$ cat config.mk
export PLATFORM = sky130hd
export DESIGN_NAME = instr_load_encoder
export DESIGN_NICKNAME = d
export VERILOG_FILES = /design/src/rtl/instr_load_encoder.sv
export SDC_FILE = /design/constraint.sdc
export NUM_CORES = 1
export LEC_CHECK = 0
export CAP_MARGIN = 30
export CORE_AREA = 2 2 90 92
export CTS_BUF_LIST = sky130_fd_sc_hd__clkbuf_8
export DETAILED_ROUTE_END_ITERATION = 16
export DIE_AREA = 0 0 92 94
export GPL_TIMING_DRIVEN = 0
export PLACE_DENSITY_LB_ADDON = 0.08
export SETUP_SLACK_MARGIN = 0.1
export SLEW_MARGIN = 20
export SYNTH_ARGS = -nofsm -noshare
export SYNTH_HDL_FRONTEND = slang
export SYNTH_SLANG_ARGS = --single-unit
$ cat constraint.sdc
create_clock -name clk -period 1.6 [get_ports clk]
set_input_delay 0.16 -clock clk [delete_from_list [all_inputs] [get_ports clk]]
set_output_delay 0.16 -clock clk [all_outputs]
set_load 0.1 [all_outputs]
$ cat src/rtl/instr_load_encoder.sv
// Streams opcode/register field bundles into 32-bit words and writes
// them to instruction memory, holding the CPU in reset until done.
module instr_load_encoder #(
  parameter int ADDR_W = 8
) (
  input  logic              clk,
  input  logic              rst,
  input  logic              start,
  input  logic              in_valid,
  output logic              in_ready,
  input  logic [3:0]        in_op,
  input  logic [5:0]        in_rd,
  input  logic [5:0]        in_rs,
  input  logic [5:0]        in_rt,
  input  logic              in_last,
  output logic              imem_we,
  output logic [ADDR_W-1:0] imem_addr,
  output logic [31:0]       imem_wdata,
  output logic              cpu_hold,
  output logic              busy,
  output logic              done,
  output logic              err_illegal,
  output logic              err_overflow,
  output logic [ADDR_W:0]   word_count
);

  typedef enum logic [1:0] {
    S_IDLE, S_LOAD, S_WRITE, S_DONE
  } state_e;

  localparam logic [ADDR_W-1:0] ADDR_MAX = '1;
  localparam logic [ADDR_W:0] DEPTH_C =
    {1'b1, {ADDR_W{1'b0}}};

  state_e              state_q, state_d;
  logic [ADDR_W-1:0]   addr_q, addr_d;
  logic [ADDR_W-1:0]   waddr_q, waddr_d;
  logic [31:0]         wdata_q, wdata_d;
  logic [ADDR_W:0]     cnt_q, cnt_d;
  logic                last_q, last_d;
  logic                ill_q, ill_d;
  logic                ovf_q, ovf_d;
  logic                hold_q, hold_d;
  logic                op_legal;
  logic [31:0]         enc;

  // Opcodes the control decoder has no entry for
  always_comb begin
    op_legal = 1'b1;
    case (in_op)
      4'b0001, 4'b0010,
      4'b1100, 4'b1101: op_legal = 1'b0;
      default:          op_legal = 1'b1;
    endcase
  end

  assign enc = (in_op == 4'b0000) ? 32'h0
             : {in_op, in_rd, in_rs, in_rt, 10'b0};

  always_ff @(posedge clk or posedge rst) begin
    if (rst) begin
      state_q <= S_IDLE;
      addr_q  <= '0;
      waddr_q <= '0;
      wdata_q <= '0;
      cnt_q   <= '0;
      last_q  <= 1'b0;
      ill_q   <= 1'b0;
      ovf_q   <= 1'b0;
      hold_q  <= 1'b1;
    end else begin
      state_q <= state_d;
      addr_q  <= addr_d;
      waddr_q <= waddr_d;
      wdata_q <= wdata_d;
      cnt_q   <= cnt_d;
      last_q  <= last_d;
      ill_q   <= ill_d;
      ovf_q   <= ovf_d;
      hold_q  <= hold_d;
    end
  end

  always_comb begin
    state_d = state_q;
    unique case (state_q)
      S_IDLE:
        if (start) state_d = S_LOAD;
      S_LOAD:
        if (in_valid) begin
          if (op_legal)     state_d = S_WRITE;
          else if (in_last) state_d = S_DONE;
        end
      S_WRITE:
        if (last_q || addr_q == ADDR_MAX)
          state_d = S_DONE;
        else
          state_d = S_LOAD;
      S_DONE:  state_d = S_IDLE;
      default: state_d = S_IDLE;
    endcase
  end

  always_comb begin
    addr_d  = addr_q;
    waddr_d = waddr_q;
    wdata_d = wdata_q;
    cnt_d   = cnt_q;
    last_d  = last_q;
    ill_d   = ill_q;
    ovf_d   = ovf_q;
    hold_d  = hold_q;
    unique case (state_q)
      S_IDLE:
        if (start) begin
          addr_d = '0;
          cnt_d  = '0;
          ill_d  = 1'b0;
          ovf_d  = 1'b0;
          hold_d = 1'b1;
        end
      S_LOAD:
        if (in_valid) begin
          if (op_legal) begin
            waddr_d = addr_q;
            wdata_d = enc;
            last_d  = in_last;
          end else begin
            ill_d = 1'b1;
          end
        end
      S_WRITE: begin
        // Address saturates at the top word rather than wrapping
        if (addr_q != ADDR_MAX)
          addr_d = addr_q + 1'b1;
        if (cnt_q != DEPTH_C)
          cnt_d = cnt_q + 1'b1;
        if (addr_q == ADDR_MAX && !last_q)
          ovf_d = 1'b1;
      end
      S_DONE:  hold_d = 1'b0;
      default: ;
    endcase
  end

  always_comb begin
    in_ready = (state_q == S_LOAD);
    imem_we  = (state_q == S_WRITE);
    done     = (state_q == S_DONE);
    busy     = (state_q == S_LOAD)
            || (state_q == S_WRITE);
  end

  assign imem_addr    = waddr_q;
  assign imem_wdata   = wdata_q;
  assign cpu_hold     = hold_q;
  assign err_illegal  = ill_q;
  assign err_overflow = ovf_q;
  assign word_count   = cnt_q;

endmodule

==> results of run 1 <==
==> cells by family (layout without fill, tap and decap cells) <==
| kind of cell | Yosys count | in the layout | share of synthesized area, % |
|---|---|---|---|
| xor+xnor | 6 | 6 | 2.011 |
| mux | 4 | 4 | 1.676 |
| flops | 53 | 53 | 50.81 |
| simple gates | 157 | 157 | 26.96 |
| buf+inv | 28 | 135 | 6.274 |
| other cells | 1 | 10 | 0.1435 |
| compound gates | 33 | 33 | 8.764 |
| fa+ha+maj | 7 | 7 | 3.352 |
==> path summary, 6_finish.rpt <==
kind	end	start	slack (ns)
min in group asynchronous	imem_addr[2]	rst	0.30
max in group asynchronous	word_count[3]	rst	0.80
hold reg to reg	imem_wdata[13]	imem_wdata[13]	0.47
setup reg to reg	addr_q[4]	state_q[1]	-0.08
hold / removal	imem_wdata[28]	in_op[0]	0.18
setup / recovery	addr_q[4]	state_q[1]	-0.08
==> Yosys cell counts (2+ instances only) <==
| cell | count | share of area (%) |
|---|---|---|
| sky130_fd_sc_hd__nor4b_1 | 2 | 0.67 |
| sky130_fd_sc_hd__a21oi_1 | 9 | 1.7 |
| sky130_fd_sc_hd__nand2b_1 | 3 | 0.72 |
| sky130_fd_sc_hd__mux2i_1 | 3 | 1.1 |
| sky130_fd_sc_hd__buf_2 | 2 | 0.38 |
| sky130_fd_sc_hd__nand3_1 | 25 | 4.8 |
| sky130_fd_sc_hd__nor2_1 | 13 | 1.9 |
| sky130_fd_sc_hd__nand4_1 | 3 | 0.72 |
| sky130_fd_sc_hd__nand2_1 | 93 | 13 |
| sky130_fd_sc_hd__xnor2_1 | 2 | 0.67 |
| sky130_fd_sc_hd__buf_6 | 2 | 0.86 |
| sky130_fd_sc_hd__xor2_1 | 4 | 1.3 |
| sky130_fd_sc_hd__a21o_2 | 2 | 0.67 |
| sky130_fd_sc_hd__a31oi_1 | 2 | 0.48 |
| sky130_fd_sc_hd__buf_4 | 11 | 3.2 |
| sky130_fd_sc_hd__clkbuf_1 | 6 | 0.86 |
| sky130_fd_sc_hd__nor3_1 | 6 | 1.1 |
| sky130_fd_sc_hd__o31ai_1 | 3 | 0.86 |
| sky130_fd_sc_hd__and3_1 | 4 | 0.96 |
| sky130_fd_sc_hd__inv_1 | 6 | 0.86 |
| sky130_fd_sc_hd__o21ai_0 | 7 | 1.3 |
| sky130_fd_sc_hd__a21o_1 | 2 | 0.57 |
| sky130_fd_sc_hd__dfrtp_1 | 52 | 50 |
| sky130_fd_sc_hd__ha_1 | 7 | 3.4 |
==> registers in the layout, indices dropped and copies added, names as in the netlist <==
signal,cells
err_illegal,1
imem_wdata,22
cpu_hold,1
err_overflow,1
word_count,9
state_q,2
last_q,1
addr_q,8
imem_addr,8
==> worst max-delay path, stage by stage (launching register included) <==
cell and delay [ns]:
sky130_fd_sc_hd__dfrtp_2 0.42, sky130_fd_sc_hd__inv_2 0.07, sky130_fd_sc_hd__ha_4 0.19, sky130_fd_sc_hd__mux2i_4 0.22
sky130_fd_sc_hd__a41oi_4 0.28, sky130_fd_sc_hd__nor2_2 0.07, sky130_fd_sc_hd__a21o_1 0.15, sky130_fd_sc_hd__a22o_1 0.20
==> cell type report <==
type	count	area, um^2	area share [%]
clock inverter	3	12.51	0.2949
sequential	53	1341	31.61
timing repair buffer	99	1036	24.42
inverter	6	27.53	0.6488
multi-input combinational	217	1420	33.47
tap	102	127.6	3.008
clock buffer	5	68.82	1.622
buffer	22	209.0	4.925
==> cells in the final DEF, fill, tap and decap left out, types with 3 or more instances in the layout <==
cell	synthesis	final
sky130_fd_sc_hd__xor2_1	4	4
sky130_fd_sc_hd__nor2_1	13	10
sky130_fd_sc_hd__buf_8	0	6
sky130_fd_sc_hd__clkdlybuf4s15_2	0	34
sky130_fd_sc_hd__clkdlybuf4s18_2	0	3
sky130_fd_sc_hd__ha_4	0	4
sky130_fd_sc_hd__a21oi_1	9	6
sky130_fd_sc_hd__buf_2	2	7
sky130_fd_sc_hd__o21ai_0	7	3
sky130_fd_sc_hd__clkdlybuf4s50_1	0	22
sky130_fd_sc_hd__o21ai_1	0	3
sky130_fd_sc_hd__dfrtp_2	0	11
sky130_fd_sc_hd__dlygate4sd2_1	0	3
sky130_fd_sc_hd__nand3_1	25	22
sky130_fd_sc_hd__nand3_2	0	3
sky130_fd_sc_hd__buf_4	11	30
sky130_fd_sc_hd__nor2_2	1	3
sky130_fd_sc_hd__nand2_1	93	89
sky130_fd_sc_hd__a21oi_2	0	3
sky130_fd_sc_hd__dfrtp_1	52	41
sky130_fd_sc_hd__mux2i_1	3	3
sky130_fd_sc_hd__conb_1	1	10
sky130_fd_sc_hd__nand2b_1	3	3
sky130_fd_sc_hd__clkbuf_8	0	7
sky130_fd_sc_hd__buf_12	0	4
sky130_fd_sc_hd__inv_2	0	3
sky130_fd_sc_hd__nand4_1	3	3
sky130_fd_sc_hd__buf_6	2	5
sky130_fd_sc_hd__nor4b_4	0	3
sky130_fd_sc_hd__nand2_2	0	3
sky130_fd_sc_hd__nor3_4	0	4
sky130_fd_sc_hd__inv_1	6	3
==> power by group <==
| group | total (mW) | switching [mW] | internal (mW) |
|---|---|---|---|
| sequential | 2.03 | 0.288 | 1.74 |
| clock | 0.742 | 0.446 | 0.296 |
| combinational | 6.30 | 4.36 | 1.94 |
| total | 9.07 | 5.09 | 3.98 |
==> metrics by stage <==
| stage | instance area [um^2] | instances |
|---|---|---|
| 3_3_place_gp | 3566 | 472 |
| 6_report | 4243 | 507 |
| 3_5_place_dp | 3568 | 472 |
| 2_1_floorplan | 2718 | 298 |
| 4_1_cts | 4041 | 501 |
| 5_1_grt | 4243 | 507 |
==> routing by layer <==
metal | routed length (um) | GRT usage [%]
met1 | 3183 | 21.49
met2 | 3573 | 29.35
met3 | 357 | 3.050
met4 | 48 | 3.358
met5 | 0 | 0
==> what timing repair did <==
item / 4_1_cts / 5_1_grt
endpoints found under the setup margin: 97 / 60
cloned: 1 / 2
resized for setup: 201 / 50
hold endpoints to repair: 0 / 0
buffers inserted: 20 / 4
pin swaps: 13 / 28
==> metrics.log, run 1 <==
INFO  metric boundaryPins = 83
INFO  metric std_cell_rows = 32
INFO  metric route.antenna.remaining_nets = 0
INFO  metric drive_above_1_share = between 30% and 40%
INFO  metric floorplan.die_area = around 8600 um^2
INFO  metric timing.hold.worst_path_depth = 3
INFO  metric drt_drc_violations_left = 0
INFO  metric maximum_number_of_pins_on_one_net_before_global_route_repair = 54
INFO  metric post-layout-total-power = around 9.1 mW
INFO  metric synth_async_sr_flop_share = 100.0%
INFO  metric failed_checks = setup timing
INFO  metric cts.path.max_buffers = 2
INFO  metric antenna_violations_before_repair = 0
INFO  metric max_slew_margin = 55.08%
INFO  metric die_width = between 90 and 100 um
INFO  metric hpwlAfterDp = roughly 4600 um
INFO  metric fillCellCount = between 700 and 800
INFO  metric cellLeakagePower = ~2.0 nW
INFO  metric routed_wl = a little over 7000 um
INFO  metric wl_per_cell = between 10 and 15 um
INFO  metric vdd_drop_max = about 810 uV
INFO  metric synth.yosys.warnings = 0
INFO  metric yosys_most_used_dff = sky130_fd_sc_hd__dfrtp_1
INFO  metric r2r_cells = 7
INFO  metric worstPathMaxFanout = 5
INFO  metric syn_to_final_growth = 62.40%
INFO  metric number_of_global_route_vias_before_repair = roughly 2400
INFO  metric fin_worst_hold_slack = 0.1774 ns
INFO  metric insertion_delay = just over 0.3 ns
INFO  metric gp_routability_congestion = 0.7890
INFO  metric fin_crit_sh = 104.9%
INFO  metric final-hold-violation-count = 0
INFO  metric critical_path_arrival = around 1.9 ns
INFO  metric max_cap_violations = 0
INFO  metric setup_viol_count_final = 8
INFO  metric setup_tns = -0.2072 ns
INFO  metric transition_time_of_the_tightest_slew_check_pin = about 0.67 ns
INFO  metric timing.hold.worst.class = in -> reg
INFO  metric power.density_cell_area = 2139 nW/um^2
INFO  metric max_clock_freq = a little under 0.6 GHz
INFO  metric coreArea = 7607 um^2
INFO  metric clk_root_buffer_cell = sky130_fd_sc_hd__clkbuf_8
INFO  metric routed-via-count = around 2400
INFO  metric cts_tree = yes
INFO  metric setup.worst_path.class = reg -> reg
INFO  metric synthesis.area_per_instance = roughly 9.0 um^2
INFO  metric worst_ep_required_time = 1.81 ns
INFO  metric synthCells = about 290
INFO  metric per_cell_via_count_in_the_routed_design = around 4.8
INFO  metric setup_slack = -0.07863 ns
INFO  metric cts_made_buffers = 5
INFO  metric final_max_slew_viol_count = 0
INFO  metric globalRoute.totalOverflow = 0
INFO  metric finalClockSkew = between 0.015 and 0.02 ns
INFO  metric rsz0062_at_grt = true
INFO  metric start_kind = register
INFO  metric finish.net_count = between 400 and 500
INFO  metric grt.total_usage = 16.65%
INFO  metric io_buffer_count = 72
INFO  metric start_util = 34.34%
INFO  metric outcome = finished with violations
INFO  metric place_worst_setup_slack = -0.5704 ns
INFO  metric die_h = 94 um
INFO  metric crit_path_end_kind = register
INFO  metric post_cts_hold_buffer_count = 0
INFO  metric initialDrtViolationCount = 86
INFO  metric n_antenna_cell = 0
INFO  metric clk_transition_reported_paths = about 0.11 ns
INFO  metric cts_max_level = 2
INFO  metric netlist_area = 2613 um^2
INFO  metric grt_pass1_wl = approximately 12000 um
INFO  metric numClockSinks = 53
INFO  metric synth_edf_count = 0
INFO  metric yosysSeqAreaShare = roughly 51%
INFO  metric final_core_utilization = about 56%
INFO  metric post-route-min-period = between 1.5 and 2 ns
INFO  metric synth_seq_cells = 53
INFO  metric firstDrtPassIters = 6
INFO  metric synth.distinct_cells = 44
Power figures use the tool's default switching activity.
==> inputs of run 2 (changes only) <==
--- a/config.mk
+++ b/config.mk
@@ -11,7 +11,6 @@
 export DETAILED_ROUTE_END_ITERATION = 16
 export DIE_AREA = 0 0 92 94
 export GPL_TIMING_DRIVEN = 0
-export PLACE_DENSITY_LB_ADDON = 0.08
 export SETUP_SLACK_MARGIN = 0.1
 export SLEW_MARGIN = 20
 export SYNTH_ARGS = -nofsm -noshare
==> run 2 against run 1 <==
Against the previous run: the flow still finishes with violations (setup timing); critical endpoint is now word_count[7]; sequential share of layout area hardly changed; critical path depth is 2 higher; non-clock buffer count rose by 2; register-to-register slack barely moved; clock skew down 0.011 ns; sequential power fell by 2%.
==> metrics.log, run 2 (synthesis gave the netlist of run 1 again) <==
INFO  metric outcome = finished with violations
INFO  metric failed_checks = setup timing
INFO  metric max_clock_freq = 0.5999 GHz (+0.69%)
INFO  metric finalClockSkew = 0.005321 ns (-0.01055 ns)
INFO  metric insertion_delay = 0.31 ns (about the same)
INFO  metric cellLeakagePower = 1.980 nW (-0.93%)
INFO  metric setup.reg_to_reg.worst_slack = -0.07 ns (about the same)
INFO  metric clk_root_buffer_cell = sky130_fd_sc_hd__clkbuf_8
INFO  metric initialDrtViolationCount = 80 (-7.0%)
INFO  metric max_slew_margin = 55.59% (+0.51 points)
INFO  metric grt_util_met3 = 3.531% (+0.48 points)
INFO  metric vdd_drop_max = 898.7 uV (+11%)
INFO  metric boundaryPins = 83 (unchanged)
INFO  metric transition_time_of_the_tightest_slew_check_pin = 0.6661 ns (-0.007672 ns)
INFO  metric die_width = 92 um (unchanged)
INFO  metric routed-via-count = 2406 (-0.46%)
INFO  metric critical_path.slowest_cell = sky130_fd_sc_hd__dfrtp_2
INFO  metric coreArea = 7607 um^2 (unchanged)
INFO  metric final-hold-violation-count = 0 (unchanged)
INFO  metric firstDrtPassIters = 4 (-2)
INFO  metric worst_ep_required_time = 1.80 ns (about the same)
INFO  metric fin_worst_hold_slack = 0.1674 ns (-0.009971 ns)
INFO  metric critical_path_arrival = 1.87 ns (-0.02 ns)
INFO  metric antenna_violations_before_repair = 0 (unchanged)
INFO  metric number_of_global_route_vias_before_repair = 2394 (+1.3%)
INFO  metric setup_viol_count_final = 9 (+1)
INFO  metric grt_pass1_wl = 11420 um (-1.3%)
INFO  metric start_kind = register
INFO  metric crit_path_end_kind = register
INFO  metric number_of_flip_flops_under_the_largest_register_name = 22 (unchanged)
INFO  metric finish.cell_count_without_fillers = 509 (+0.39%)
INFO  metric std_cell_rows = 32 (unchanged)
INFO  metric rsz0062_at_grt = true
INFO  metric io_buffer_count = 72 (unchanged)
INFO  metric post-layout-total-power = 9.203 mW (+1.4%)
INFO  metric start_util = 34.34% (unchanged)
INFO  metric worstPathMaxFanout = 4 (-1)
INFO  metric met1_usage = 21.63% (+0.14 points)
INFO  metric most-common-layout-cells = sky130_fd_sc_hd__nand2_1, sky130_fd_sc_hd__dfrtp_1, sky130_fd_sc_hd__clkdlybuf4s15_2
INFO  metric cts_max_level = 2 (unchanged)
INFO  metric post-route-min-period = 1.667 ns (-0.01155 ns)
INFO  metric gp_routability_congestion = 0.7955 (+0.82%)
INFO  metric max_cap_violations = 0 (unchanged)
INFO  metric wl_per_cell = 13.76 um (-2.6%)
INFO  metric timing.hold.worst.class = in -> reg
INFO  metric final_max_slew_viol_count = 0 (unchanged)
INFO  metric gr-usage-met2 = 27.76% (-1.6 points)
INFO  metric n_antenna_cell = 0 (unchanged)
INFO  metric setup.worst_path.class = reg -> reg
INFO  metric die_h = 94 um (unchanged)
INFO  metric fin_crit_sh = 104.2% (-0.72 points)
INFO  metric maximum_number_of_pins_on_one_net_before_global_route_repair = 54 (unchanged)
INFO  metric route.antenna.remaining_nets = 0 (unchanged)
INFO  metric syn_to_final_growth = 62.50% (about the same)
INFO  metric worst-path-buf-inv = 4 (+3)
INFO  metric multiInputGateArea = 1355 um^2 (-4.6%)
INFO  metric hpwlAfterDp = 4640 um (+0.95%)
INFO  metric floorplan.die_area = 8648 um^2 (unchanged)
INFO  metric power.density_cell_area = 2168 nW/um^2 (+1.4%)
INFO  metric globalRoute.totalOverflow = 0 (unchanged)
INFO  metric setup_slack = -0.06708 ns (+0.01155 ns)
INFO  metric placed_instances = 472 (unchanged)
INFO  metric post_cts_hold_buffer_count = 0 (unchanged)
INFO  metric routed_wl = 7006 um (-2.2%)
INFO  metric grt.total_usage = 16.32% (-0.33 points)
INFO  metric drt_drc_violations_left = 0 (unchanged)
INFO  metric final_common_cell = sky130_fd_sc_hd__nand2_1
INFO  metric cts_made_buffers = 5 (unchanged)
INFO  metric critical-path-top-delay-family = buffers and inverters
INFO  metric finish.net_count = 440 (+0.46%)
INFO  metric ff_latch_area = 1341 um^2 (unchanged)
INFO  metric fillCellCount = 726 (+2.0%)
INFO  metric critical_path_max_stage_delay = 0.44 ns (+0.02 ns)
INFO  metric cts_tree = yes
INFO  metric cts.path.max_buffers = 2 (unchanged)
INFO  metric clk_transition_reported_paths = 0.10 ns (about the same)
INFO  metric cp_cell_sequence = buf_6 > ha_4 > buf_8 > mux2i_4 > buf_6 > buf_6 > nor3_2 > xnor2_1 > nor2_1
INFO  metric numClockSinks = 53 (unchanged)
INFO  metric final_core_utilization = 55.81% (about the same)
INFO  metric most_heavily_used_metal_layer_in_global_routing = met2
INFO  metric per_cell_via_count_in_the_routed_design = 4.727 (-0.85%)
INFO  metric drive_above_1_share = 37.59% (-1.4 points)
INFO  metric timing.critical_path.mode_cell = sky130_fd_sc_hd__buf_6
run 2: repair_timing:
action / CTS / global route
cloned: 0 / 3
endpoints found under the setup margin: 97 / 58
pin swaps: 20 / 26
setup buffers: 24 / 3
gates resized for setup: 201 / 38
run 2: layout make-up:
class / count / area share [%]
timing repair buffer: 101 / 25.17
clock buffer: 6 / 1.945
sequential: 53 / 31.59
buffer: 22 / 4.922
clock inverter: 2 / 0.7958
inverter: 6 / 0.6484
tap: 102 / 3.006
multi-input combinational: 217 / 31.92
run 2: path summary, 6_finish.rpt:
kind | start | end | depth (start not counted)
max in group asynchronous | rst | word_count[1] | 2
min in group asynchronous | rst | imem_addr[0] | 2
setup / recovery | state_q[1] | word_count[7] | 9
setup reg to reg | state_q[1] | word_count[7] | 9
hold reg to reg | imem_wdata[10] | imem_wdata[10] | 2
hold / removal | in_op[0] | imem_wdata[28] | 3
run 2: report_power, final:
| group | switching [mW] | internal [mW] | leakage, nW |
|---|---|---|---|
| Combinational | 4.32 | 1.93 | 1.24 |
| Sequential | 0.252 | 1.74 | 0.679 |
| Clock | 0.451 | 0.505 | 0.0626 |
| Total | 5.02 | 4.18 | 1.98 |
run 2: per-stage QoR:
step / area (um^2) / setup slack (ns) / setup TNS (ns)
after floorplan: 2718 / -0.3047 / -6.746
after global placement: 3566 / -1.088 / -68.10
after detailed placement: 3568 / -0.5679 / -19.78
after CTS: 4089 / -0.06043 / -0.1571
after global routing: 4245 / -0.1440 / -1.611
final: 4245 / -0.06708 / -0.2964
run 2: tightest hold or removal path: cells and delay by family:
family        cells  cell delay, ns
simple gates      2            0.11
buf+inv           1            0.17
run 2: layer usage:
layer  part of all wire, %  wire length (um)  vias up
li1                      -                 -     1180
met1                    45              3150     1148
met2                    49              3459       69
met3                   4.7               331        9
met4                  0.91                64        0
met5                     0                 0        -
